--- src/rtl/id_ex_operand_stage_if.sv ---
// Bundle between decode, the writeback paths and the ID/EX operand stage.
// The pipeline control side is the master; the operand stage is the slave.
interface id_ex_operand_stage_if #(
    parameter int DW = 16,
    parameter int RW = 4
);
    logic          id_valid;
    logic [RW-1:0] id_rs1;
    logic [RW-1:0] id_rs2;
    logic [RW-1:0] id_rd;
    logic          id_use_rs1;
    logic          id_use_rs2;
    logic [DW-1:0] id_rs1_data;
    logic [DW-1:0] id_rs2_data;
    logic [DW-1:0] id_imm;
    logic          id_use_imm;
    logic [3:0]    id_aluc;
    logic [1:0]    id_alub;
    logic          id_unsig;
    logic          id_reg_write;
    logic          id_mem_read;
    logic          id_mem_write;

    logic [DW-1:0] ex_result;
    logic [RW-1:0] mem_rd;
    logic          mem_reg_write;
    logic [DW-1:0] mem_result;
    logic [RW-1:0] wb_rd;
    logic          wb_reg_write;
    logic [DW-1:0] wb_result;

    logic          hold;
    logic          flush;

    logic          hazard_stall;
    logic          ex_valid;
    logic [DW-1:0] ex_a;
    logic [DW-1:0] ex_b;
    logic [DW-1:0] ex_store_data;
    logic [3:0]    ex_aluc;
    logic [1:0]    ex_alub;
    logic          ex_unsig;
    logic [RW-1:0] ex_rd;
    logic          ex_reg_write;
    logic          ex_mem_read;
    logic          ex_mem_write;

    modport master (
        output id_valid, id_rs1, id_rs2, id_rd, id_use_rs1, id_use_rs2,
               id_rs1_data, id_rs2_data, id_imm, id_use_imm, id_aluc,
               id_alub, id_unsig, id_reg_write, id_mem_read, id_mem_write,
               ex_result, mem_rd, mem_reg_write, mem_result,
               wb_rd, wb_reg_write, wb_result, hold, flush,
        input  hazard_stall, ex_valid, ex_a, ex_b, ex_store_data, ex_aluc,
               ex_alub, ex_unsig, ex_rd, ex_reg_write, ex_mem_read,
               ex_mem_write
    );

    modport slave (
        input  id_valid, id_rs1, id_rs2, id_rd, id_use_rs1, id_use_rs2,
               id_rs1_data, id_rs2_data, id_imm, id_use_imm, id_aluc,
               id_alub, id_unsig, id_reg_write, id_mem_read, id_mem_write,
               ex_result, mem_rd, mem_reg_write, mem_result,
               wb_rd, wb_reg_write, wb_result, hold, flush,
        output hazard_stall, ex_valid, ex_a, ex_b, ex_store_data, ex_aluc,
               ex_alub, ex_unsig, ex_rd, ex_reg_write, ex_mem_read,
               ex_mem_write
    );
endinterface

--- src/rtl/id_ex_operand_stage.sv ---
// ID/EX pipeline register feeding the 16-bit ALU: operand forwarding
// (EX > MEM > WB > register file), load-use bubble, hold and flush.
module id_ex_operand_stage #(
    parameter int DW = 16,
    parameter int RW = 4
) (
    input logic                  clk,
    input logic                  rst,
    id_ex_operand_stage_if.slave bus
);

    typedef struct packed {
        logic          valid;
        logic [DW-1:0] a;
        logic [DW-1:0] b;
        logic [DW-1:0] store_data;
        logic [3:0]    aluc;
        logic [1:0]    alub;
        logic          unsig;
        logic [RW-1:0] rd;
        logic          reg_write;
        logic          mem_read;
        logic          mem_write;
    } stage_t;

    stage_t        stage_q;
    stage_t        stage_d;
    stage_t        captured;
    logic          ex_fwd_ok;
    logic          load_use;
    logic [DW-1:0] fwd_rs1;
    logic [DW-1:0] fwd_rs2;

    // A load in EX has no data yet, so it never forwards; the bubble covers it.
    function automatic logic [DW-1:0] resolve(
        input logic [RW-1:0] src,
        input logic [DW-1:0] rf_data,
        input logic          ex_ok,
        input logic [RW-1:0] ex_rd,
        input logic [DW-1:0] ex_res,
        input logic          mem_we,
        input logic [RW-1:0] mem_rd,
        input logic [DW-1:0] mem_res,
        input logic          wb_we,
        input logic [RW-1:0] wb_rd,
        input logic [DW-1:0] wb_res
    );
        logic [DW-1:0] value;
        if (src == '0) begin
            value = '0;
        end else if (ex_ok && ex_rd == src) begin
            value = ex_res;
        end else if (mem_we && mem_rd == src) begin
            value = mem_res;
        end else if (wb_we && wb_rd == src) begin
            value = wb_res;
        end else begin
            value = rf_data;
        end
        return value;
    endfunction

    assign ex_fwd_ok = stage_q.valid & stage_q.reg_write & ~stage_q.mem_read;

    always_comb begin
        fwd_rs1 = resolve(bus.id_rs1, bus.id_rs1_data, ex_fwd_ok, stage_q.rd,
                          bus.ex_result, bus.mem_reg_write, bus.mem_rd,
                          bus.mem_result, bus.wb_reg_write, bus.wb_rd,
                          bus.wb_result);
        fwd_rs2 = resolve(bus.id_rs2, bus.id_rs2_data, ex_fwd_ok, stage_q.rd,
                          bus.ex_result, bus.mem_reg_write, bus.mem_rd,
                          bus.mem_result, bus.wb_reg_write, bus.wb_rd,
                          bus.wb_result);
    end

    always_comb begin
        load_use = bus.id_valid & stage_q.valid & stage_q.mem_read &
                   (stage_q.rd != '0) &
                   ((bus.id_use_rs1 & (stage_q.rd == bus.id_rs1)) |
                    (bus.id_use_rs2 & (stage_q.rd == bus.id_rs2)));
    end

    // Flush or hold already freezes decode, so the stall request is masked.
    assign bus.hazard_stall = load_use & ~bus.hold & ~bus.flush;

    always_comb begin
        captured            = '0;
        captured.valid      = 1'b1;
        captured.a          = fwd_rs1;
        captured.b          = bus.id_use_imm ? bus.id_imm : fwd_rs2;
        captured.store_data = fwd_rs2;
        captured.aluc       = bus.id_aluc;
        captured.alub       = bus.id_alub;
        captured.unsig      = bus.id_unsig;
        captured.rd         = bus.id_rd;
        captured.reg_write  = bus.id_reg_write;
        captured.mem_read   = bus.id_mem_read;
        captured.mem_write  = bus.id_mem_write;
    end

    // Bubbles are all-zero: ALUC=0 drives the ALU to 0 and ALUB=0 never branches.
    always_comb begin
        stage_d = stage_q;
        if (bus.flush) begin
            stage_d = '0;
        end else if (bus.hold) begin
            stage_d = stage_q;
        end else if (load_use || !bus.id_valid) begin
            stage_d = '0;
        end else begin
            stage_d = captured;
        end
    end

    always_ff @(posedge clk or posedge rst) begin
        if (rst) begin
            stage_q <= '0;
        end else begin
            stage_q <= stage_d;
        end
    end

    assign bus.ex_valid      = stage_q.valid;
    assign bus.ex_a          = stage_q.a;
    assign bus.ex_b          = stage_q.b;
    assign bus.ex_store_data = stage_q.store_data;
    assign bus.ex_aluc       = stage_q.aluc;
    assign bus.ex_alub       = stage_q.alub;
    assign bus.ex_unsig      = stage_q.unsig;
    assign bus.ex_rd         = stage_q.rd;
    assign bus.ex_reg_write  = stage_q.reg_write;
    assign bus.ex_mem_read   = stage_q.mem_read;
    assign bus.ex_mem_write  = stage_q.mem_write;

endmodule

--- src/flat_wrapper.sv ---
// flat-port wrapper written by rule: the top's interface ports become plain ports
module id_ex_operand_stage_flat 
#(
    parameter int DW = 16,
    parameter int RW = 4
)
  (clk, rst, bus_id_valid, bus_id_rs1, bus_id_rs2, bus_id_rd, bus_id_use_rs1, bus_id_use_rs2, bus_id_rs1_data, bus_id_rs2_data, bus_id_imm, bus_id_use_imm, bus_id_aluc, bus_id_alub, bus_id_unsig, bus_id_reg_write, bus_id_mem_read, bus_id_mem_write, bus_ex_result, bus_mem_rd, bus_mem_reg_write, bus_mem_result, bus_wb_rd, bus_wb_reg_write, bus_wb_result, bus_hold, bus_flush, bus_hazard_stall, bus_ex_valid, bus_ex_a, bus_ex_b, bus_ex_store_data, bus_ex_aluc, bus_ex_alub, bus_ex_unsig, bus_ex_rd, bus_ex_reg_write, bus_ex_mem_read, bus_ex_mem_write);
  id_ex_operand_stage_if #(.DW(DW), .RW(RW)) bus_i ();
  input logic clk;
  input logic rst;
  input wire logic [$bits(bus_i.id_valid)-1:0] bus_id_valid;
  input wire logic [$bits(bus_i.id_rs1)-1:0] bus_id_rs1;
  input wire logic [$bits(bus_i.id_rs2)-1:0] bus_id_rs2;
  input wire logic [$bits(bus_i.id_rd)-1:0] bus_id_rd;
  input wire logic [$bits(bus_i.id_use_rs1)-1:0] bus_id_use_rs1;
  input wire logic [$bits(bus_i.id_use_rs2)-1:0] bus_id_use_rs2;
  input wire logic [$bits(bus_i.id_rs1_data)-1:0] bus_id_rs1_data;
  input wire logic [$bits(bus_i.id_rs2_data)-1:0] bus_id_rs2_data;
  input wire logic [$bits(bus_i.id_imm)-1:0] bus_id_imm;
  input wire logic [$bits(bus_i.id_use_imm)-1:0] bus_id_use_imm;
  input wire logic [$bits(bus_i.id_aluc)-1:0] bus_id_aluc;
  input wire logic [$bits(bus_i.id_alub)-1:0] bus_id_alub;
  input wire logic [$bits(bus_i.id_unsig)-1:0] bus_id_unsig;
  input wire logic [$bits(bus_i.id_reg_write)-1:0] bus_id_reg_write;
  input wire logic [$bits(bus_i.id_mem_read)-1:0] bus_id_mem_read;
  input wire logic [$bits(bus_i.id_mem_write)-1:0] bus_id_mem_write;
  input wire logic [$bits(bus_i.ex_result)-1:0] bus_ex_result;
  input wire logic [$bits(bus_i.mem_rd)-1:0] bus_mem_rd;
  input wire logic [$bits(bus_i.mem_reg_write)-1:0] bus_mem_reg_write;
  input wire logic [$bits(bus_i.mem_result)-1:0] bus_mem_result;
  input wire logic [$bits(bus_i.wb_rd)-1:0] bus_wb_rd;
  input wire logic [$bits(bus_i.wb_reg_write)-1:0] bus_wb_reg_write;
  input wire logic [$bits(bus_i.wb_result)-1:0] bus_wb_result;
  input wire logic [$bits(bus_i.hold)-1:0] bus_hold;
  input wire logic [$bits(bus_i.flush)-1:0] bus_flush;
  output wire logic [$bits(bus_i.hazard_stall)-1:0] bus_hazard_stall;
  output wire logic [$bits(bus_i.ex_valid)-1:0] bus_ex_valid;
  output wire logic [$bits(bus_i.ex_a)-1:0] bus_ex_a;
  output wire logic [$bits(bus_i.ex_b)-1:0] bus_ex_b;
  output wire logic [$bits(bus_i.ex_store_data)-1:0] bus_ex_store_data;
  output wire logic [$bits(bus_i.ex_aluc)-1:0] bus_ex_aluc;
  output wire logic [$bits(bus_i.ex_alub)-1:0] bus_ex_alub;
  output wire logic [$bits(bus_i.ex_unsig)-1:0] bus_ex_unsig;
  output wire logic [$bits(bus_i.ex_rd)-1:0] bus_ex_rd;
  output wire logic [$bits(bus_i.ex_reg_write)-1:0] bus_ex_reg_write;
  output wire logic [$bits(bus_i.ex_mem_read)-1:0] bus_ex_mem_read;
  output wire logic [$bits(bus_i.ex_mem_write)-1:0] bus_ex_mem_write;
  assign bus_i.id_valid = bus_id_valid;
  assign bus_i.id_rs1 = bus_id_rs1;
  assign bus_i.id_rs2 = bus_id_rs2;
  assign bus_i.id_rd = bus_id_rd;
  assign bus_i.id_use_rs1 = bus_id_use_rs1;
  assign bus_i.id_use_rs2 = bus_id_use_rs2;
  assign bus_i.id_rs1_data = bus_id_rs1_data;
  assign bus_i.id_rs2_data = bus_id_rs2_data;
  assign bus_i.id_imm = bus_id_imm;
  assign bus_i.id_use_imm = bus_id_use_imm;
  assign bus_i.id_aluc = bus_id_aluc;
  assign bus_i.id_alub = bus_id_alub;
  assign bus_i.id_unsig = bus_id_unsig;
  assign bus_i.id_reg_write = bus_id_reg_write;
  assign bus_i.id_mem_read = bus_id_mem_read;
  assign bus_i.id_mem_write = bus_id_mem_write;
  assign bus_i.ex_result = bus_ex_result;
  assign bus_i.mem_rd = bus_mem_rd;
  assign bus_i.mem_reg_write = bus_mem_reg_write;
  assign bus_i.mem_result = bus_mem_result;
  assign bus_i.wb_rd = bus_wb_rd;
  assign bus_i.wb_reg_write = bus_wb_reg_write;
  assign bus_i.wb_result = bus_wb_result;
  assign bus_i.hold = bus_hold;
  assign bus_i.flush = bus_flush;
  assign bus_hazard_stall = bus_i.hazard_stall;
  assign bus_ex_valid = bus_i.ex_valid;
  assign bus_ex_a = bus_i.ex_a;
  assign bus_ex_b = bus_i.ex_b;
  assign bus_ex_store_data = bus_i.ex_store_data;
  assign bus_ex_aluc = bus_i.ex_aluc;
  assign bus_ex_alub = bus_i.ex_alub;
  assign bus_ex_unsig = bus_i.ex_unsig;
  assign bus_ex_rd = bus_i.ex_rd;
  assign bus_ex_reg_write = bus_i.ex_reg_write;
  assign bus_ex_mem_read = bus_i.ex_mem_read;
  assign bus_ex_mem_write = bus_i.ex_mem_write;
  id_ex_operand_stage #(.DW(DW), .RW(RW)) u_core (.clk(clk), .rst(rst), .bus(bus_i));
endmodule
--- config.mk ---
export PLATFORM = sky130hd
export DESIGN_NAME = id_ex_operand_stage_flat
export DESIGN_NICKNAME = d
export VERILOG_FILES = /design/src/rtl/id_ex_operand_stage_if.sv /design/src/rtl/id_ex_operand_stage.sv /design/src/flat_wrapper.sv
export SDC_FILE = /design/constraint.sdc
export NUM_CORES = 1
export LEC_CHECK = 0
export CAP_MARGIN = 20
export CORE_ASPECT_RATIO = 1.1
export CORE_MARGIN = 1.5
export CORE_UTILIZATION = 42
export CTS_CLUSTER_DIAMETER = 60
export DETAILED_ROUTE_END_ITERATION = 7
export PLACE_DENSITY = 0.88
export SYNTH_ARGS = -nofsm -noshare
export SYNTH_HDL_FRONTEND = slang
export SYNTH_SLANG_ARGS = --single-unit
--- constraint.sdc ---
create_clock -name clk -period 2.35 [get_ports clk]
set_input_delay 0.47 -clock clk [delete_from_list [all_inputs] [get_ports clk]]
set_output_delay 0.47 -clock clk [all_outputs]
set_load 0.1 [all_outputs]
==> results of run 1 <==
==> cells in the final DEF, fill, tap and decap left out, drive strengths merged, types with 9 or more instances in the layout <==
cell / netlist / layout
clkdlybuf4s50: 0 / 128
buf: 17 / 125
dfrtp: 63 / 63
a32oi: 32 / 32
nand2: 23 / 23
nor2: 19 / 19
a21oi: 19 / 19
nand2b: 18 / 18
xor2: 18 / 18
and3: 17 / 17
a21boi: 17 / 17
nand3b: 16 / 16
nand4: 16 / 16
o211ai: 16 / 16
o31a: 16 / 16
a211oi: 16 / 16
o31ai: 16 / 16
a221oi: 16 / 16
o311ai: 16 / 16
a22o: 14 / 14
clkbuf: 31 / 9
==> routing by layer <==
| layer | global-route usage (%) | vias up |
|---|---|---|
| met4 | 13.0 | 0 |
| met3 | 4.78 | 44 |
| met2 | 48.1 | 260 |
| met1 | 38.5 | 2290 |
| met5 | 0 | - |
| li1 | - | 2232 |
==> layout make-up <==
type,count,area (µm²)
clock inverter,7,73.8
tap,120,150
sequential,63,1580
fill,768,2980
inverter,3,11.3
clock buffer,9,124
multi-input combinational,333,2480
timing repair buffer,260,2430
==> synthesized netlist by cell type (8+ instances only) <==
| cell | count |
|---|---|
| nor2_1 | 19 |
| a21oi_1 | 16 |
| nand3b_1 | 16 |
| a22o_1 | 14 |
| nand4_1 | 16 |
| o311ai_1 | 8 |
| buf_2 | 11 |
| o31a_1 | 16 |
| a21boi_0 | 17 |
| o31ai_1 | 16 |
| nand2_1 | 23 |
| xor2_1 | 18 |
| o211ai_1 | 16 |
| nand2b_1 | 18 |
| a32oi_1 | 32 |
| clkbuf_1 | 31 |
| dfrtp_1 | 63 |
| o311ai_0 | 8 |
| a221oi_1 | 16 |
| a211oi_1 | 16 |
| and3_1 | 17 |
==> state kept, by name, indices dropped and copies added, names as in the netlist <==
| signal | cells |
|---|---|
| u_core.bus.ex_mem_write | 1 |
| u_core.bus.ex_unsig | 1 |
| u_core.bus.ex_rd | 4 |
| u_core.bus.ex_a | 16 |
| u_core.bus.ex_b | 16 |
| u_core.bus.ex_valid | 1 |
| u_core.bus.ex_aluc | 4 |
| u_core.bus.ex_alub | 2 |
| u_core.bus.ex_store_data | 16 |
| u_core.bus.ex_reg_write | 1 |
| u_core.bus.ex_mem_read | 1 |
==> kinds of logic after synthesis <==
group / synth area share [%]
AOI/OAI and AO/OA: 34.2
xor gates and xnor gates: 4.36
buffers and inverters: 5.39
DFF: 37.3
and+or+nand+nor: 18.7
==> final timing paths <==
| kind | endpoint | cells after the start | slack [ps] |
|---|---|---|---|
| min reg2reg | u_core.bus.ex_a[0] | 2 | 500 |
| max reg2reg | u_core.bus.ex_b[11] | 8 | 100 |
| max in group asynchronous | u_core.bus.ex_a[9] | 3 | 1370 |
| max | bus_hazard_stall | 5 | -60 |
| min in group clk | u_core.bus.ex_a[0] | 2 | 500 |
| min | u_core.bus.ex_aluc[1] | 2 | 410 |
==> where the power goes <==
group          switching, mW  leakage (nW)  internal [mW]
combinational          0.706          1.94          0.471
clock                  0.449        0.0992          0.490
sequential            0.0394         0.850           1.13
total                   1.19          2.89           2.09
==> timing repair <==
action,4_1_cts,5_1_grt
endpoints found under the setup margin,19,23
endpoints found under the hold margin,0,0
gates resized for setup,8,6
pin swaps,6,5
buffers inserted,2,1
==> flow_summary.html, run 1 <==
<table>
<tr><th>Metric</th><th>Value</th></tr>
<tr><th colspan="2">Clock network</th></tr>
<tr><td>CTS root buf</td><td>clkbuf_8</td></tr>
<tr><td>Clock tree from TritonCTS</td><td>yes</td></tr>
<tr><td>Sink Count</td><td>63</td></tr>
<tr><td>Clock edge transition at the registers on the reported setup and hold paths</td><td>70 ps</td></tr>
<tr><td>Worst-skew pair later-pin latency</td><td>350 ps</td></tr>
<tr><td>CTS H-Tree Depth</td><td>3</td></tr>
<tr><td>Hold-fix buffers at CTS</td><td>0</td></tr>
<tr><td>Number of buffers inserted during clock tree synthesis</td><td>9</td></tr>
<tr><td>Buffer levels on the longest clock path</td><td>2</td></tr>
<tr><th colspan="2">Timing</th></tr>
<tr><td>Setup violations, final</td><td>1</td></tr>
<tr><td>Headroom to the max-slew limit</td><td>67.2%</td></tr>
<tr><td>Achievable Freq</td><td>416 MHz</td></tr>
<tr><td>Final period demand of the worst path</td><td>2410 ps</td></tr>
<tr><td>Setup repair after global routing missed its margin</td><td>yes</td></tr>
<tr><td>Post-route fraction of the period consumed by the critical path</td><td>102%</td></tr>
<tr><td>Tightest hold margin</td><td>408 ps</td></tr>
<tr><td>Final number of hold-violating endpoints</td><td>0</td></tr>
<tr><td>Post-route setup TNS</td><td>-56.5 ps</td></tr>
<tr><td>Final WS setup</td><td>-56.5 ps</td></tr>
<tr><td>Actual transition at the worst max-transition pin</td><td>491 ps</td></tr>
<tr><td>Largest clock skew in the final design</td><td>8.00 ps</td></tr>
<tr><td>Final Max Tran Viols</td><td>0</td></tr>
<tr><th colspan="2">Yosys</th></tr>
<tr><td>Cell area after technology mapping</td><td>4220 µm²</td></tr>
<tr><td>Leading post-synthesis cells by cell area</td><td>dfrtp_1 (37%), a32oi_1 (6.6%), xor2_1 (3.7%)</td></tr>
<tr><td>Count of mapped cells out of synthesis</td><td>447</td></tr>
<tr><td>Synthesized net count</td><td>583</td></tr>
<tr><td>Part of the Yosys area used for sequential elements</td><td>37.3%</td></tr>
<tr><td>Ys async rst share</td><td>100%</td></tr>
<tr><td>Dominant synthesized flop cell</td><td>dfrtp_1</td></tr>
<tr><td>Fraction of post-synthesis cell area in the top cell type by area</td><td>37.3%</td></tr>
<tr><td>Cell type with the highest aggregate area in the netlist</td><td>dfrtp_1</td></tr>
<tr><td>Mean Syn Cell Area</td><td>9.45 µm²</td></tr>
<tr><td>FF+latch count, synth</td><td>63</td></tr>
<tr><td>Synth unique cells</td><td>45</td></tr>
<tr><td>Yosys warnings</td><td>0</td></tr>
<tr><td>Number of enable flip-flop cells after synthesis</td><td>0</td></tr>
<tr><th colspan="2">Routing</th></tr>
<tr><td>Routed WL per cell</td><td>19.6 µm</td></tr>
<tr><td>Detail Route Antenna Nets</td><td>0</td></tr>
<tr><td>Post-route met1 wirelength</td><td>6450 µm</td></tr>
<tr><td>Met3 wirelength from detailed routing</td><td>1170 µm</td></tr>
<tr><td>Highest signal layer in the routed design</td><td>met4</td></tr>
<tr><td>Routed via count</td><td>4826</td></tr>
<tr><td>Total Routed Length</td><td>15600 µm</td></tr>
<tr><td>Drt pass-1 iters</td><td>7</td></tr>
<tr><td>Detailed-route DRC error count</td><td>8</td></tr>
<tr><td>Routed via count divided by cell count</td><td>6.07</td></tr>
<tr><td>Total length of routed met2 wires</td><td>7430 µm</td></tr>
<tr><td>Number of DRC markers in iteration 0</td><td>318</td></tr>
<tr><th colspan="2">Job</th></tr>
<tr><td>Number of maximum-capacitance violations</td><td>0</td></tr>
<tr><th colspan="2">Worst setup path</th></tr>
<tr><td>Buffers &amp; Inverters on Critical Path</td><td>1</td></tr>
<tr><td>Top cell family by delay on the critical path</td><td>simple AND/OR/NAND/NOR gates</td></tr>
<tr><td>Critical path data required time</td><td>1880 ps</td></tr>
<tr><td>Crit. Startpoint</td><td>u_core.bus.ex_rd[3]</td></tr>
<tr><td>Critical path class</td><td>reg -&gt; out</td></tr>
<tr><td>Worst-path maximum fanout</td><td>5</td></tr>
<tr><td>Critical Path Slowest Stage Cell</td><td>dfrtp_2</td></tr>
<tr><td>CP Cell Sequence</td><td>xor2_1 -&gt; nor4_2 -&gt; nand3_2 -&gt; a21boi_4 -&gt; buf_12</td></tr>
<tr><td>Launching point of the worst reg2reg path</td><td>u_core.bus.ex_rd[3]</td></tr>
<tr><td>Critical path data arrival time</td><td>1940 ps</td></tr>
<tr><td>Endpoint class of the critical path</td><td>output port</td></tr>
<tr><td>Slowest cell delay on critical path</td><td>470 ps</td></tr>
<tr><td>Category of the worst setup path launch point</td><td>flop</td></tr>
<tr><th colspan="2">Die</th></tr>
<tr><td>Die outline width</td><td>98.6 µm</td></tr>
<tr><td>Overall die area</td><td>10700 µm²</td></tr>
<tr><td>Core Area</td><td>9840 µm²</td></tr>
<tr><td>Effective utilization at floorplan</td><td>42.9%</td></tr>
<tr><td>Die boundary height</td><td>108 µm</td></tr>
<tr><td>Rows</td><td>38</td></tr>
<tr><td>Top-level port count</td><td>200</td></tr>
<tr><th colspan="2">Final layout</th></tr>
<tr><td>Share of post-route cells with drive strength above 1</td><td>24.6%</td></tr>
<tr><td>Final design instance area without fill</td><td>6860 µm²</td></tr>
<tr><td>Diodes inserted</td><td>0</td></tr>
<tr><td>Share of the core filled with cells</td><td>69.7%</td></tr>
<tr><td>Final std cells w/o fill</td><td>795</td></tr>
<tr><td>Area added between synthesis and finish</td><td>62.4%</td></tr>
<tr><td>Nets@finish</td><td>806</td></tr>
<tr><th colspan="2">Placement</th></tr>
<tr><td>Routability Congestion</td><td>0.913</td></tr>
<tr><td># port buffers</td><td>199</td></tr>
<tr><td>Placed standard-cell area</td><td>6610 µm²</td></tr>
<tr><td>Estimated wirelength of the detail-placed design</td><td>12100 µm</td></tr>
<tr><td>Setup Slack @ Placement</td><td>-462 ps</td></tr>
<tr><td>Cell count after placement</td><td>776</td></tr>
<tr><th colspan="2">Worst hold path</th></tr>
<tr><td>Worst hold path type</td><td>in -&gt; async</td></tr>
<tr><th colspan="2">Pwr</th></tr>
<tr><td>Total power</td><td>3.29 mW</td></tr>
<tr><td>Peak VDD IR</td><td>0.224 mV</td></tr>
<tr><td>Leakage component of the power</td><td>2.89 nW</td></tr>
<tr><td>Power per unit of standard cell area</td><td>479 nW/µm²</td></tr>
<tr><th colspan="2">GRT</th></tr>
<tr><td>Maximum number of pins on one net before global-route repair</td><td>80</td></tr>
<tr><td>Antenna violations before repair</td><td>0</td></tr>
<tr><td>Vias in the first global route</td><td>4836</td></tr>
<tr><td>First-pass GRT wire length</td><td>25000 µm</td></tr>
<tr><td>Aggregate global-route resource usage</td><td>29.4%</td></tr>
<tr><td>Residual overflow from global routing</td><td>0</td></tr>
<tr><th colspan="2">Outcome</th></tr>
<tr><td>Violations in the final reports</td><td>design-rule violations, negative setup slack</td></tr>
<tr><td>Run status</td><td>finished with violations</td></tr>
</table>
Note: power is estimated with default switching activity, not from simulation.
==> inputs of run 2 (changes only) <==
--- a/config.mk
+++ b/config.mk
@@ -6,12 +6,12 @@
 export NUM_CORES = 1
 export LEC_CHECK = 0
 export CAP_MARGIN = 20
-export CORE_ASPECT_RATIO = 1.1
 export CORE_MARGIN = 1.5
-export CORE_UTILIZATION = 42
+export CORE_UTILIZATION = 27
+export CTS_BUF_LIST = sky130_fd_sc_hd__clkbuf_8
 export CTS_CLUSTER_DIAMETER = 60
 export DETAILED_ROUTE_END_ITERATION = 7
-export PLACE_DENSITY = 0.88
+export PLACE_DENSITY = 0.63
 export SYNTH_ARGS = -nofsm -noshare
 export SYNTH_HDL_FRONTEND = slang
 export SYNTH_SLANG_ARGS = --single-unit
==> flow_summary.html, run 2 (synthesized netlist as in run 1, its figures left out) <==
<table>
<tr><th>Metric</th><th>Value</th></tr>
<tr><th colspan="2">Worst setup path</th></tr>
<tr><td>Category of the worst setup path launch point</td><td>flop</td></tr>
<tr><td>Worst setup slack for register-to-register paths</td><td>230 ps</td></tr>
<tr><td>Reg-to-reg endpoint</td><td>u_core.bus.ex_store_data[14]</td></tr>
<tr><td>Critical path data arrival time</td><td>1850 ps</td></tr>
<tr><td>CP Cell Sequence</td><td>xor2_1 -&gt; nor4_4 -&gt; nand2_1 -&gt; a21boi_4 -&gt; buf_12</td></tr>
<tr><td>Critical Path Slowest Stage Cell</td><td>dfrtp_2</td></tr>
<tr><td>Number of stages on the worst setup path</td><td>5</td></tr>
<tr><td>Termination of the worst setup path</td><td>bus_hazard_stall</td></tr>
<tr><td>Endpoint class of the critical path</td><td>output port</td></tr>
<tr><td>Launching point of the worst reg2reg path</td><td>u_core.bus.ex_rd[0]</td></tr>
<tr><td>Number of cells on the worst reg-to-reg path</td><td>8</td></tr>
<tr><td>Critical path class</td><td>reg -&gt; out</td></tr>
<tr><td>Slowest cell delay on critical path</td><td>460 ps</td></tr>
<tr><td>Top cell family by delay on the critical path</td><td>flip-flops</td></tr>
<tr><td>Worst-path maximum fanout</td><td>5</td></tr>
<tr><td>Buffers &amp; Inverters on Critical Path</td><td>1</td></tr>
<tr><td>Crit. Startpoint</td><td>u_core.bus.ex_rd[1]</td></tr>
<tr><td>Critical path data required time</td><td>1880 ps</td></tr>
<tr><th colspan="2">Routing</th></tr>
<tr><td>Number of DRC markers in iteration 0</td><td>261</td></tr>
<tr><td>Total Routed Length</td><td>16700 µm</td></tr>
<tr><td>Drt pass-1 iters</td><td>4</td></tr>
<tr><td>Detailed-route DRC error count</td><td>0</td></tr>
<tr><td>Routed WL per cell</td><td>18.8 µm</td></tr>
<tr><td>Routed via count divided by cell count</td><td>5.29</td></tr>
<tr><td>Routed via count</td><td>4696</td></tr>
<tr><td>Detail Route Antenna Nets</td><td>0</td></tr>
<tr><th colspan="2">Pwr</th></tr>
<tr><td>Power per unit of standard cell area</td><td>483 nW/µm²</td></tr>
<tr><td>Peak VDD IR</td><td>0.213 mV</td></tr>
<tr><td>Leakage component of the power</td><td>2.90 nW</td></tr>
<tr><th colspan="2">Timing</th></tr>
<tr><td>Setup repair after global routing missed its margin</td><td>yes</td></tr>
<tr><td>Final number of hold-violating endpoints</td><td>0</td></tr>
<tr><td>Actual transition at the worst max-transition pin</td><td>557 ps</td></tr>
<tr><td>Post-route fraction of the period consumed by the critical path</td><td>98.6%</td></tr>
<tr><td>Largest clock skew in the final design</td><td>9.42 ps</td></tr>
<tr><td>Headroom to the max-slew limit</td><td>62.4%</td></tr>
<tr><td>Final Max Tran Viols</td><td>0</td></tr>
<tr><td>Achievable Freq</td><td>431 MHz</td></tr>
<tr><td>Final WS setup</td><td>31.9 ps</td></tr>
<tr><td>Setup violations, final</td><td>0</td></tr>
<tr><td>Final period demand of the worst path</td><td>2320 ps</td></tr>
<tr><td>Tightest hold margin</td><td>418 ps</td></tr>
<tr><th colspan="2">Outcome</th></tr>
<tr><td>Run status</td><td>completed</td></tr>
<tr><th colspan="2">Clock network</th></tr>
<tr><td>Clock tree from TritonCTS</td><td>yes</td></tr>
<tr><td>CTS H-Tree Depth</td><td>3</td></tr>
<tr><td>CTS root buf</td><td>clkbuf_8</td></tr>
<tr><td>Hold-fix buffers at CTS</td><td>0</td></tr>
<tr><td>Number of buffers inserted during clock tree synthesis</td><td>9</td></tr>
<tr><td>Sink Count</td><td>63</td></tr>
<tr><td>Worst-skew pair later-pin latency</td><td>340 ps</td></tr>
<tr><td>Clock edge transition at the registers on the reported setup and hold paths</td><td>70 ps</td></tr>
<tr><td>Buffer levels on the longest clock path</td><td>2</td></tr>
<tr><th colspan="2">Placement</th></tr>
<tr><td>Placed standard-cell area</td><td>6720 µm²</td></tr>
<tr><td># port buffers</td><td>199</td></tr>
<tr><td>Estimated wirelength of the detail-placed design</td><td>13300 µm</td></tr>
<tr><td>Cell count after placement</td><td>865</td></tr>
<tr><td>Routability Congestion</td><td>0.913</td></tr>
<tr><td>Setup Slack @ Placement</td><td>-291 ps</td></tr>
<tr><th colspan="2">Die</th></tr>
<tr><td>Overall die area</td><td>16400 µm²</td></tr>
<tr><td>Rows</td><td>45</td></tr>
<tr><td>Effective utilization at floorplan</td><td>27.7%</td></tr>
<tr><td>Die boundary height</td><td>128 µm</td></tr>
<tr><td>Top-level port count</td><td>200</td></tr>
<tr><td>Core Area</td><td>15300 µm²</td></tr>
<tr><td>Die outline width</td><td>128 µm</td></tr>
<tr><th colspan="2">GRT</th></tr>
<tr><td>Maximum number of pins on one net before global-route repair</td><td>49</td></tr>
<tr><td>Vias in the first global route</td><td>4599</td></tr>
<tr><td>Aggregate global-route resource usage</td><td>20.3%</td></tr>
<tr><td>First-pass GRT wire length</td><td>26000 µm</td></tr>
<tr><td>Antenna violations before repair</td><td>0</td></tr>
<tr><td>Residual overflow from global routing</td><td>0</td></tr>
<tr><th colspan="2">Job</th></tr>
<tr><td>Number of maximum-capacitance violations</td><td>0</td></tr>
<tr><th colspan="2">Final layout</th></tr>
<tr><td>Final std cells w/o fill</td><td>887</td></tr>
<tr><td>Most frequent cells in the layout</td><td>clkdlybuf4s50_1 (127), buf_4 (113), dfrtp_1 (57)</td></tr>
<tr><td>Diodes inserted</td><td>0</td></tr>
<tr><td>Nets@finish</td><td>807</td></tr>
<tr><td>Leading cell type in the layout, fill and taps excluded</td><td>clkdlybuf4s50_1</td></tr>
<tr><td>Final design instance area without fill</td><td>6980 µm²</td></tr>
<tr><td>Area added between synthesis and finish</td><td>65.2%</td></tr>
<tr><td>Share of post-route cells with drive strength above 1</td><td>24.3%</td></tr>
<tr><td>Fillers</td><td>1482</td></tr>
<tr><th colspan="2">Worst hold path</th></tr>
<tr><td>Worst hold path type</td><td>in -&gt; async</td></tr>
</table>
## run 2: cell count changes in the layout (fill, tap and decap cells not counted), sizes merged
cell / before / now
dlygate4sd2: 6 / 8
bufinv: 1 / 2
clkinv: 5 / 2
buf: 125 / 126
clkdlybuf4s50: 128 / 127
clkinvlp: 1 / 2
dlymetal6s2s: 1 / 0
inv: 3 / 4
## run 2: timing repair
item / 4_1_cts / 5_1_grt
resized for setup: 9 / 2
pin swaps: 3 / 3
endpoints found under the setup margin: 1 / 21
setup buffers: 5 / 1
## run 2: power by group
group,leakage (nW),internal (mW),total [mW],switching (mW)
Combinational,1.95,0.472,1.19,0.715
Clock,0.106,0.589,1.01,0.425
Sequential,0.850,1.13,1.17,0.0376
## run 2: final cells by class
class                   count  area (µm²)  share of cell area [%]
multi-input cells         333        2460                    35.2
well taps                 211         264                    3.78
clock buffers               9         124                    1.78
inverters                   3        11.3                   0.161
clock inverters             7        88.8                    1.27
flip-flops and latches     63        1580                    22.7
repair buffers            261        2450                    35.1
## run 2: how the worst min path moves through the flow
stage,endpoint,slack [ps],depth (start not counted)
2_1_floorplan,u_core.bus.ex_mem_read,600,1
3_3_place_gp,u_core.bus.ex_a[10],480,2
3_5_place_dp,u_core.bus.ex_a[11],490,2
4_1_cts,u_core.bus.ex_aluc[0],400,2
5_1_grt,u_core.bus.ex_aluc[0],420,2
6_report,u_core.bus.ex_aluc[0],420,2
## run 2: through the flow
stage / TNS (ps) / power (mW) / utilization, %
after floorplan: -328 / 1.82 / -
after global placement: -9970 / 2.36 / 44.0
after detailed placement: -13180 / 2.37 / 44.0
after CTS: -10.2 / 3.40 / 45.6
after global routing: -57.1 / 3.51 / 45.7
final: 0 / 3.37 / 45.7
## run 2: metal layers
metal | GRT usage [%] | wire, µm | vias up
met4 | 5.75 | 274 | 0
met2 | 30.3 | 7320 | 208
met1 | 29.8 | 7910 | 2228
met5 | 0 | 0 | -
li1 | - | - | 2242
met3 | 3.67 | 1160 | 18
